File: src/rtl/fetch_stage.sv
// fetch_stage: RV32I IF stage + IF/ID register with a req/gnt/rvalid imem port and a one-entry stall hold buffer.
// Optional BTFN_PREDICT_EN: static prediction (JAL and backward branches taken). Rev 1.0
`default_nettype none

module fetch_stage #(
   parameter logic [31:0] RESET_PC = 32'h0000_0000,
   parameter logic [31:0] NOP_INST = 32'h0000_0013
) (
   input  logic        clk,
   input  logic        rst,
   output logic        imem_req,
   output logic [31:0] imem_addr,
   input  logic        imem_gnt,
   input  logic        imem_rvalid,
   input  logic [31:0] imem_rdata,
   input  logic        stall,
   input  logic        flush,
   input  logic [31:0] redirect_pc,
   output logic [31:0] if_id_inst,
   output logic [31:0] if_id_pc,
   output logic        if_id_valid,
   output logic        if_id_pred_taken
);

   typedef enum logic [1:0] {
      S_FETCH   = 2'd0,
      S_WAIT    = 2'd1,
      S_DISCARD = 2'd2
   } state_t;

   state_t      state;
   state_t      state_nxt;
   logic [31:0] pc;
   logic [31:0] next_pc;
   logic        pred_taken;
   logic        deliver;

   logic        buf_full;
   logic [31:0] buf_inst;
   logic [31:0] buf_pc;
   logic        buf_pred;

   // A full hold buffer blocks new requests so at most one word is ever parked.
   assign imem_req  = (state == S_FETCH) && !buf_full && !rst;
   assign imem_addr = pc & ~32'h3;
   assign deliver   = (state == S_WAIT) && imem_rvalid && !flush;

`ifdef BTFN_PREDICT_EN
   logic [31:0] jal_imm;
   logic [31:0] br_imm;
   logic        is_jal;
   logic        is_br_back;
   logic [31:0] target;

   assign jal_imm    = {{12{imem_rdata[31]}}, imem_rdata[19:12], imem_rdata[20],
                        imem_rdata[30:21], 1'b0};
   assign br_imm     = {{20{imem_rdata[31]}}, imem_rdata[7], imem_rdata[30:25],
                        imem_rdata[11:8], 1'b0};
   assign is_jal     = (imem_rdata[6:2] == 5'h1b);
   assign is_br_back = (imem_rdata[6:2] == 5'h18) && imem_rdata[31];
   assign pred_taken = is_jal || is_br_back;
   assign target     = is_jal     ? pc + jal_imm :
                       is_br_back ? pc + br_imm  :
                                    pc + 32'd4;
   assign next_pc    = target & ~32'h3;
`else
   assign pred_taken = 1'b0;
   assign next_pc    = (pc + 32'd4) & ~32'h3;
`endif

   always_ff @(posedge clk or posedge rst) begin
      if (rst) begin
         state <= S_FETCH;
      end else begin
         state <= state_nxt;
      end
   end

   // A flush with a request in flight must still swallow the returning word.
   always_comb begin
      state_nxt = state;
      case (state)
         S_FETCH: begin
            if (imem_req && imem_gnt) begin
               state_nxt = flush ? S_DISCARD : S_WAIT;
            end
         end
         S_WAIT: begin
            if (imem_rvalid) begin
               state_nxt = S_FETCH;
            end else if (flush) begin
               state_nxt = S_DISCARD;
            end
         end
         S_DISCARD: begin
            if (imem_rvalid) begin
               state_nxt = S_FETCH;
            end
         end
         default: state_nxt = S_FETCH;
      endcase
   end

   always_ff @(posedge clk or posedge rst) begin
      if (rst) begin
         pc               <= RESET_PC;
         if_id_valid      <= 1'b0;
         if_id_inst       <= NOP_INST;
         if_id_pc         <= 32'h0;
         if_id_pred_taken <= 1'b0;
         buf_full         <= 1'b0;
         buf_inst         <= NOP_INST;
         buf_pc           <= 32'h0;
         buf_pred         <= 1'b0;
      end else if (flush) begin
         pc               <= redirect_pc & ~32'h3;
         if_id_valid      <= 1'b0;
         if_id_inst       <= NOP_INST;
         if_id_pred_taken <= 1'b0;
         buf_full         <= 1'b0;
      end else if (deliver) begin
         pc <= next_pc;
         if (stall) begin
            buf_full <= 1'b1;
            buf_inst <= imem_rdata;
            buf_pc   <= pc;
            buf_pred <= pred_taken;
         end else begin
            if_id_valid      <= 1'b1;
            if_id_inst       <= imem_rdata;
            if_id_pc         <= pc;
            if_id_pred_taken <= pred_taken;
         end
      end else if (!stall) begin
         if (buf_full) begin
            if_id_valid      <= 1'b1;
            if_id_inst       <= buf_inst;
            if_id_pc         <= buf_pc;
            if_id_pred_taken <= buf_pred;
            buf_full         <= 1'b0;
         end else begin
            if_id_valid      <= 1'b0;
            if_id_inst       <= NOP_INST;
            if_id_pred_taken <= 1'b0;
         end
      end
   end

endmodule

`default_nettype wire

File: config.mk
export PLATFORM = sky130hd
export DESIGN_NAME = fetch_stage
export DESIGN_NICKNAME = d
export VERILOG_FILES = /design/src/rtl/fetch_stage.sv
export SDC_FILE = /design/constraint.sdc
export NUM_CORES = 1
export LEC_CHECK = 0
export CAP_MARGIN = 25
export CORE_MARGIN = 2
export CORE_UTILIZATION = 45
export CTS_CLUSTER_SIZE = 8
export DETAILED_ROUTE_END_ITERATION = 16
export PLACE_DENSITY_LB_ADDON = 0.05
export SYNTH_ARGS = -nofsm -noshare
export SYNTH_HDL_FRONTEND = slang
export SYNTH_SLANG_ARGS = --single-unit
File: constraint.sdc
create_clock -name clk -period 5.5 [get_ports clk]
set_input_delay 0.825 -clock clk [delete_from_list [all_inputs] [get_ports clk]]
set_output_delay 0.825 -clock clk [all_outputs]
set_load 0.05 [all_outputs]
==> metrics.csv, run 1 <==
stage,metric,value,unit
die,Ports,169,
power,internal power,2.38,mW
run_status,status,finished clean,
yosys,syn avg cell area,10.4,um^2
yosys,Netlist cell types,44,
global_route,grt total ovfl,0,
die,Die ar.,0.0173,mm^2
yosys,Post-Syn Instances,702,
place,DP HPWL,12.0,mm
setup_path,Crit Reg-Reg Endpoint,buf_inst[7],
drt,DRC viols,0,
cells_and_area,fin util,61.0,%
power,Comb power frac,19.9,%
setup_path,R2R Setup Slk,3.02,ns
yosys,synth top area cells,"dfrtp_1 (52%), mux2_2 (9.5%), nand2_1 (6.0%)",
clock_network,hold buffers post-CTS,0,
power,PD cells,345,mW/mm^2
setup_path,Worst R2R Start,state[1],
global_route,first-pass GRT wire length,30.6,mm
power,clock power share,36.8,%
yosys,number of synthesized flops with an enable pin,0,
job,number of max-cap violations,0,
clock_network,clk buf depth,2,
setup_path,Worst Path Arrival,2.60,ns
die,die width,131,um
sta,Clock Skew,0.00576,ns
sta,final-report setup violation count,0,
die,row count,46,
global_route,largest net degree at the start of global routing,73,
setup_path,Most Frequent Cell on Critical Path,clkdlybuf4s50_1,
global_route,Total GRT Usage,22.0,%
global_route,vias in the first global route,6032,
setup_path,Crit. End Element,output port,
setup_path,"Data required, critical path",4.68,ns
cells_and_area,final cell count without fillers,1069,
clock_network,CTS Sinks,158,
setup_path,Max Fanout on Critical Path,2,
power,Max VDD drop,219,uV
cells_and_area,ANT cells,0,
sta,setup total negative slack,0,ns
power,Switching Share,28.8,%
clock_network,post-cts sizing count,0,
power,Reg power frac,43.3,%
drt,Routed WL per cell,17.3,um
worst_hold_path,worst hold start,if_id_pc[18],
setup_path,Setup crit start kind,input port,
cells_and_area,P&R area growth vs syn,32.4,%
power,Final Power,3.34,mW
drt,met2 WL,9.31,mm
drt,Vias,5801,
drt,M1 WL,7.94,mm
place,Placed Cells,1037,
drt,Detailed Route Iter0 Violations,393,
worst_hold_path,Hold Path Class,flip-flop to flip-flop,
die,core area,0.0159,mm^2
yosys,Mapped Area,0.00731,mm^2
power,leakage,3.90,nW
die,effective utilization at floorplan,46.0,%
drt,total routed wirelength,18.5,mm
clock_network,CTS buffer count,17,
drt,metal3 WL,998,um
sta,unrepaired setup endpoints after global routing,false,
sta,Tmin final,3.43,ns
yosys,Synth Register Bits,158,
cells_and_area,share of cells above drive strength 1,13.8,%
die,Die Y,131,um
setup_path,"slowest stage cell, crit path",clkdlybuf4s50_1,
sta,Final WS setup,2.07,ns
worst_hold_path,Worst Hold Depth,2,
cells_and_area,Final #Nets,911,
clock_network,worst skew pair latency,0.42,ns
clock_network,CTS tree,yes,
setup_path,"Largest stage delay, worst path",0.90,ns
place,RD Place Congestion,0.777,
yosys,cell accounting for the most synthesized area,dfrtp_1,
clock_network,CTS root buf,clkbuf_16,
setup_path,crit path cell chain,clkdlybuf4s50_1 > nor4_1 > clkdlybuf4s50_1,
yosys,most common cell in the netlist,dfrtp_1,
sta,final slew viol count,0,
drt,vias per inst,5.43,
power,Switching Power,0.963,mW
yosys,commonest register cell after synthesis,dfrtp_1,
clock_network,H-tree level count,4,
sta,measured slew at the worst slew-check pin,0.938,ns
clock_network,post-CTS setup buffer count,0,
setup_path,kind of critical path,input port to output port,
global_route,antenna violations before repair,0,
yosys,"Seq/Total Area, Yosys",54.2,%
yosys,Post-synth top cells,"dfrtp_1 (152), nand2_1 (117), mux2_2 (62)",
drt,top sig layer,met4,
sta,Hold Fails Final Rpt,0,
clock_network,clock slew at reported path FFs,0.06,ns
drt,Routed Antenna Nets,0,
drt,first drt pass iteration count,5,
place,I/O Buffers,161,
sta,Slew HR,37.2,%
sta,Max Freq,292,MHz
yosys,"Warnings, synthesis",0,
cells_and_area,fillers,1336,
worst_hold_path,Worst Hold End,if_id_pc[18],
sta,crit share post-route,62.4,%
setup_path,Reg2Reg Depth,4,
yosys,ys async rst share,100,%
yosys,post-synth top area share,52.0,%
place,dpl ws,2.06,ns
-- per-layer routing --
layer | vias to the layer above | global-route usage, %
li1 | 2749 | -
met1 | 2889 | 27.2
met2 | 143 | 37.8
met3 | 20 | 5.25
met4 | 0 | 7.25
met5 | - | 0
-- state kept, by name, indices dropped and copies added, names as in the netlist --
signal,cells
buf_full,1
buf_inst,32
buf_pc,30
if_id_inst,32
if_id_pc,30
if_id_valid,1
pc,30
state,2
-- worst max-delay path, delay by kind of cell --
kind | cells | cell delay (ns)
buffers and inverters | 2 | 1.40
AND/OR/NAND/NOR | 1 | 0.38
-- kinds of logic after synthesis --
group	Yosys count	synth area share [%]
AND/OR/NAND/NOR	235	15.1
flip-flops	158	54.2
AO/OA/AOI/OAI	138	11.5
multiplexers	94	13.9
buffers and inverters	65	3.93
XOR/XNOR	10	1.20
adder cells (fa/ha/maj)	1	0.171
other	1	0.0513
-- how the worst max path moves through the flow --
stage / startpoint / endpoint / cells past startpoint
global placement: rst / imem_req / 3
detailed placement: rst / imem_req / 3
global route: rst / imem_req / 3
CTS: rst / imem_req / 3
floorplan: rst / buf_full / 1
finish: rst / imem_req / 3
-- placed cells by master, fill, tap and decap left out, types with 11 or more instances in the layout --
cell and n:
clkdlybuf4s50_1 159, nand4_1 15, clkbuf_16 17, nor2_1 20, dfrtp_1 152, or4_1 13
mux2i_1 32, a31oi_1 11, o21ai_0 47, a21o_1 28, mux2_2 62, nand3_1 40
a21oi_1 29, nand2_1 117
-- area by class of cell --
| type | instances | area [um^2] | area share (%) |
|---|---|---|---|
| tap | 216 | 270 | 2.79 |
| sequential | 158 | 3960 | 40.9 |
| inverter | 8 | 35.0 | 0.362 |
| clock buffer | 21 | 450 | 4.65 |
| timing repair buffer | 172 | 1700 | 17.5 |
| clock inverter | 11 | 165 | 1.70 |
| multi-input combinational | 483 | 3110 | 32.1 |
-- power by group through the flow --
stage	sequential [mW]	combinational (mW)	clock [mW]
4_1_cts	1.45	0.673	1.26
6_report	1.45	0.666	1.23
3_5_place_dp	1.47	0.672	0
3_3_place_gp	1.46	0.656	0
2_1_floorplan	1.64	0.253	0
5_1_grt	1.47	0.712	1.30
-- per-stage QoR --
stage | instance area [um^2] | hold slack (ns)
6_report | 9690 | 0.475
5_1_grt | 9690 | 0.508
4_1_cts | 9690 | 0.482
3_5_place_dp | 9070 | 0.469
3_3_place_gp | 9070 | 0.460
2_1_floorplan | 7330 | 0.480
No activity file was read; power rests on OpenSTA's default activity.
==> run 2, diff against run 1 <==
==> constraint.sdc (replaced) <==
create_clock -name clk -period 2.8 [get_ports clk]
set_input_delay 0.42 -clock clk [delete_from_list [all_inputs] [get_ports clk]]
set_output_delay 0.42 -clock clk [all_outputs]
set_load 0.05 [all_outputs]
==> run 2 against run 1 <==
Count of clock-buffer cells in the layout unchanged. First-iteration DRC count increased by 1.5%. Cell area increased by 1.4%. Sequential share of layout area decreased by 0.58 points.
==> metrics.csv, run 2 (synthesis gave the netlist of run 1 again) <==
stage,metric,value,unit
run_status,status,finished clean,
die,core area,0.0159,mm^2
drt,vias per inst,5.46,
setup_path,"Data required, critical path",2.38,ns
cells_and_area,most frequent cells in the layout,"clkdlybuf4s50_1 (158), dfrtp_1 (152), nand2_1 (117)",
setup_path,Crit. End Element,output port,
die,Die ar.,0.0173,mm^2
power,Reg power frac,43.0,%
global_route,grt total ovfl,0,
drt,Routed WL per cell,17.4,um
setup_path,"Largest stage delay, worst path",0.87,ns
die,Ports,169,
power,internal power,4.71,mW
power,leakage,3.96,nW
die,row count,46,
job,number of max-cap violations,0,
cells_and_area,final instance area,0.00983,mm^2
cells_and_area,fin util,61.9,%
drt,Vias,5883,
cells_and_area,P&R area growth vs syn,34.3,%
cells_and_area,Multi-input gate area,0.00311,mm^2
sta,Max Freq,445,MHz
cells_and_area,Final #Nets,919,
clock_network,post-CTS setup buffer count,0,
worst_hold_path,Hold Path Class,input port to flip-flop,
die,die width,131,um
clock_network,CTS root buf,clkbuf_16,
clock_network,post-cts sizing count,0,
power,clock power share,37.1,%
sta,final slew viol count,0,
cells_and_area,"commonest non-fill, non-tap cell in the layout",clkdlybuf4s50_1,
sta,final-report setup violation count,0,
sta,measured slew at the worst slew-check pin,0.688,ns
global_route,Total GRT Usage,22.5,%
clock_network,clock slew at reported path FFs,0.06,ns
setup_path,Setup crit start kind,flip-flop,
power,Switching Share,28.9,%
drt,first drt pass iteration count,4,
sta,crit share post-route,80.3,%
drt,total routed wirelength,18.7,mm
sta,Hold Fails Final Rpt,0,
clock_network,CTS buffer count,17,
drt,Detailed Route Iter0 Violations,399,
sta,Tmin final,2.25,ns
setup_path,Top delay family on crit path,buffers and inverters,
cells_and_area,share of cells above drive strength 1,14.9,%
global_route,largest net degree at the start of global routing,60,
setup_path,Worst Path Arrival,1.83,ns
setup_path,crit path cell chain,clkdlybuf4s50_1,
sta,Final WS setup,0.553,ns
place,RD Place Congestion,0.798,
clock_network,CTS Sinks,158,
clock_network,clk buf depth,2,
drt,Routed Antenna Nets,0,
clock_network,CTS tree,yes,
setup_path,Max Fanout on Critical Path,10,
cells_and_area,biggest regs,"buf_inst (32), if_id_inst (32)",
die,Die Y,131,um
place,Placed Area,0.00920,mm^2
power,PD cells,674,mW/mm^2
clock_network,worst skew pair latency,0.42,ns
sta,Clock Skew,0.00724,ns
sta,Slew HR,54.1,%
place,DP HPWL,12.6,mm
power,Switching Power,1.91,mW
global_route,antenna violations before repair,1,
die,effective utilization at floorplan,46.0,%
setup_path,"slowest stage cell, crit path",clkdlybuf4s50_1,
drt,DRC viols,0,
clock_network,hold buffers post-CTS,0,
place,I/O Buffers,161,
cells_and_area,ANT cells,0,
clock_network,H-tree level count,4,
global_route,vias in the first global route,6071,
place,dpl ws,0.267,ns
power,Max VDD drop,431,uV
sta,unrepaired setup endpoints after global routing,false,
cells_and_area,fillers,1350,
sta,setup total negative slack,0,ns
setup_path,Buffers & Inverters on Critical Path,1,
global_route,first-pass GRT wire length,31.3,mm
setup_path,kind of critical path,flip-flop to output port,
cells_and_area,Storage cell area,0.00396,mm^2
power,Comb power frac,19.9,%
==> run 2: path summary, 6_finish.rpt <==
| kind | startpoint | endpoint | slack, ns | depth (start not counted) |
|---|---|---|---|---|
| min reg2reg | if_id_pc[6] | if_id_pc[6] | 0.48 | 2 |
| max | pc[13] | imem_addr[13] | 0.55 | 1 |
| max reg2reg | pc[3] | pc[28] | 0.61 | 5 |
| min | stall | if_id_inst[0] | 0.48 | 4 |
| min in group asynchronous | rst | state[0] | 0.49 | 2 |
| max in group asynchronous | rst | buf_inst[4] | 1.62 | 3 |
==> run 2: power groups by stage <==
| stage | clock network [mW] | logic, mW | registers (mW) |
|---|---|---|---|
| 2_1_floorplan | 0 | 0.498 | 3.22 |
| 3_3_place_gp | 0 | 1.30 | 2.87 |
| 3_5_place_dp | 0 | 1.33 | 2.89 |
| 4_1_cts | 2.50 | 1.34 | 2.85 |
| 5_1_grt | 2.60 | 1.41 | 2.90 |
| 6_report | 2.46 | 1.32 | 2.84 |
==> run 2: final cells by class <==
class / instances / share of cell area, %
Clock buffer: 21 / 4.69
Clock inverter: 11 / 1.67
Inverter: 8 / 0.344
Multi-Input combinational cell: 483 / 31.6
Sequential cell: 158 / 40.3
Tap cell: 216 / 2.75
Timing Repair Buffer: 180 / 18.6
==> run 2: metrics by stage <==
stage / hold slack, ns / cells / power (mW)
after floorplan: 0.480 / 706 / 3.71
after global placement: 0.459 / 1045 / 4.17
after detailed placement: 0.473 / 1045 / 4.22
after CTS: 0.475 / 1077 / 6.68
after global routing: 0.500 / 1077 / 6.91
final: 0.477 / 1077 / 6.62
==> run 2: layer usage <==
layer  vias up  part of all wire [%]  global-route usage [%]
met4         2                   1.3                    5.80
met3        25                   6.4                    7.68
li1       2766                     -                       -
met2       157                    50                    38.0
met1      2933                    42                    27.6
met5         -                 0.085                       0
==> run 3, diff against run 2 <==
==> constraint.sdc (replaced) <==
create_clock -name clk -period 2.3 [get_ports clk]
set_input_delay 0.345 -clock clk [delete_from_list [all_inputs] [get_ports clk]]
set_output_delay 0.345 -clock clk [all_outputs]
set_load 0.05 [all_outputs]
==> run 3 against run 2 <==
Sequential power is 21% higher. Final cell count is 1.2% higher. Cell area increased by 1.6%. Setup slack worse by 0.39 ns. Clock power rose by 25%. Register-to-register slack got worse by 0.39 ns. Critical path type unchanged.
==> metrics.csv, run 3 (synthesis gave the netlist of run 1 again) <==
stage,metric,value,unit
cells_and_area,biggest regs,"buf_inst (32), if_id_inst (32)",
drt,Vias,5866,
clock_network,post-cts sizing count,0,
worst_hold_path,Hold Path Class,input port to flip-flop,
place,DP HPWL,12.8,mm
setup_path,crit path cell chain,clkdlybuf4s50_1,
die,Die ar.,0.0173,mm^2
sta,measured slew at the worst slew-check pin,0.560,ns
global_route,grt total ovfl,0,
place,Placed Area,0.00933,mm^2
setup_path,Setup crit start kind,flip-flop,
setup_path,Crit. Startpoint,pc[2],
setup_path,Max Fanout on Critical Path,8,
clock_network,hold buffers post-CTS,0,
cells_and_area,fin util,62.8,%
global_route,largest net degree at the start of global routing,57,
setup_path,Worst Path Arrival,1.79,ns
worst_hold_path,Worst Hold Depth,3,
setup_path,"Data required, critical path",1.96,ns
clock_network,worst skew pair latency,0.43,ns
setup_path,Worst R2R Start,pc[2],
die,effective utilization at floorplan,46.0,%
sta,Slew HR,62.6,%
drt,first drt pass iteration count,4,
drt,Routed WL per cell,16.9,um
setup_path,Crit. End Element,output port,
die,die width,131,um
global_route,met2 Use GR,38.5,%
setup_path,Crit Reg-Reg Endpoint,pc[29],
drt,Routed Antenna Nets,0,
global_route,Total GRT Usage,22.2,%
cells_and_area,Final #Nets,932,
sta,crit share post-route,92.9,%
place,I/O Buffers,161,
global_route,GR Layer Usage met3,6.40,%
global_route,first-pass GRT wire length,31.0,mm
setup_path,Top delay family on crit path,buffers and inverters,
sta,final-report setup violation count,0,
setup_path,kind of critical path,flip-flop to output port,
global_route,GR peak layer,met2,
sta,unrepaired setup endpoints after global routing,false,
clock_network,CTS buffer count,17,
setup_path,"Largest stage delay, worst path",0.86,ns
clock_network,clock slew at reported path FFs,0.06,ns
global_route,antenna violations before repair,0,
place,RD Place Congestion,0.779,
cells_and_area,P&R area growth vs syn,36.5,%
sta,final slew viol count,0,
setup_path,R2R Setup Slk,0.22,ns
drt,vias per inst,5.38,
setup_path,Worst setup endpoint,imem_addr[2],
sta,Min Hold Slack,0.217,ns
run_status,status,finished clean,
clock_network,clk buf depth,2,
clock_network,post-CTS setup buffer count,0,
sta,Max Freq,468,MHz
clock_network,CTS Sinks,158,
setup_path,Buffers & Inverters on Critical Path,1,
clock_network,CTS root buf,clkbuf_16,
global_route,met1 Resource Use GR,26.7,%
cells_and_area,final instance area,0.00998,mm^2
die,Ports,169,
drt,Detailed Route Iter0 Violations,277,
cells_and_area,ANT cells,0,
setup_path,"slowest stage cell, crit path",clkdlybuf4s50_1,
cells_and_area,most frequent cells in the layout,"clkdlybuf4s50_1 (158), dfrtp_1 (152), nand2_1 (117)",
power,Max VDD drop,510,uV
sta,Tmin final,2.14,ns
setup_path,Reg2Reg Depth,4,
cells_and_area,fillers,1271,
clock_network,CTS tree,yes,
drt,DRC viols,0,
setup_path,Worst path depth,1,
cells_and_area,"commonest non-fill, non-tap cell in the layout",clkdlybuf4s50_1,
power,PD cells,818,mW/mm^2
global_route,vias in the first global route,6029,
cells_and_area,share of cells above drive strength 1,16.5,%
die,row count,46,
clock_network,H-tree level count,4,
die,core area,0.0159,mm^2
sta,Hold Fails Final Rpt,0,
die,Die Y,131,um
job,number of max-cap violations,0,
drt,total routed wirelength,18.4,mm
power,leakage,4.03,nW
sta,Clock Skew,0.0107,ns
-- run 3: changes by cell type in the layout (fill, tap and decap cells not counted), moves of 2 or more --
cell        previous run  this run
buf_4                 13        24
clkinv_2               4         0
clkbuf_1               2         0
clkinvlp_4             3         6
buf_12                 7         9
-- run 3: final cells by class --
type	instances	area, um^2	share of cell area (%)
multi-input cells	483	3110	31.2
well taps	216	270	2.71
repair buffers	193	1950	19.6
flip-flops and latches	158	3960	39.7
clock buffers	20	467	4.68
inverters	8	33.8	0.338
clock inverters	12	184	1.84
-- run 3: per-stage QoR --
| step | setup WS, ns | total power [mW] | TNS (ns) | instances |
|---|---|---|---|---|
| floorplan | -0.0410 | 4.52 | -6.23 | 706 |
| global placement | -0.00488 | 5.10 | -0.00488 | 1058 |
| detailed placement | -0.0308 | 5.17 | -0.0308 | 1058 |
| CTS | 0.143 | 8.25 | 0 | 1090 |
| global route | 0.0841 | 8.54 | 0 | 1090 |
| finish | 0.163 | 8.17 | 0 | 1090 |
-- run 3: worst min-delay path by stage --
| stage | to | start | slack (ns) |
|---|---|---|---|
| after floorplan | pc[15] | redirect_pc[15] | 0.46 |
| after global placement | if_id_pc[11] | if_id_pc[11] | 0.46 |
| after detailed placement | if_id_pc[19] | if_id_pc[19] | 0.47 |
| after CTS | buf_full | stall | 0.20 |
| after global routing | buf_full | stall | 0.24 |
| final | buf_full | stall | 0.22 |
-- run 3: worst min-delay path: cells and delay by family --
kind	cells	cell delay (ns)
compound gates	1	0.06
buf+inv	1	0.13
simple gates	1	0.06
-- run 3: per-layer routing --
metal  part of all wire, %  wire, um
met1                    42      7630
met2                    51      9360
met3                   5.8      1070
met4                   1.7       312
met5                     0         0
-- run 3: where the power goes --
part / switching (mW) / internal (mW) / leakage, nW / total, mW
Combinational: 0.948 / 0.702 / 1.67 / 1.65
Sequential: 0.259 / 3.19 / 2.06 / 3.45
Clock: 1.16 / 1.91 / 0.301 / 3.07
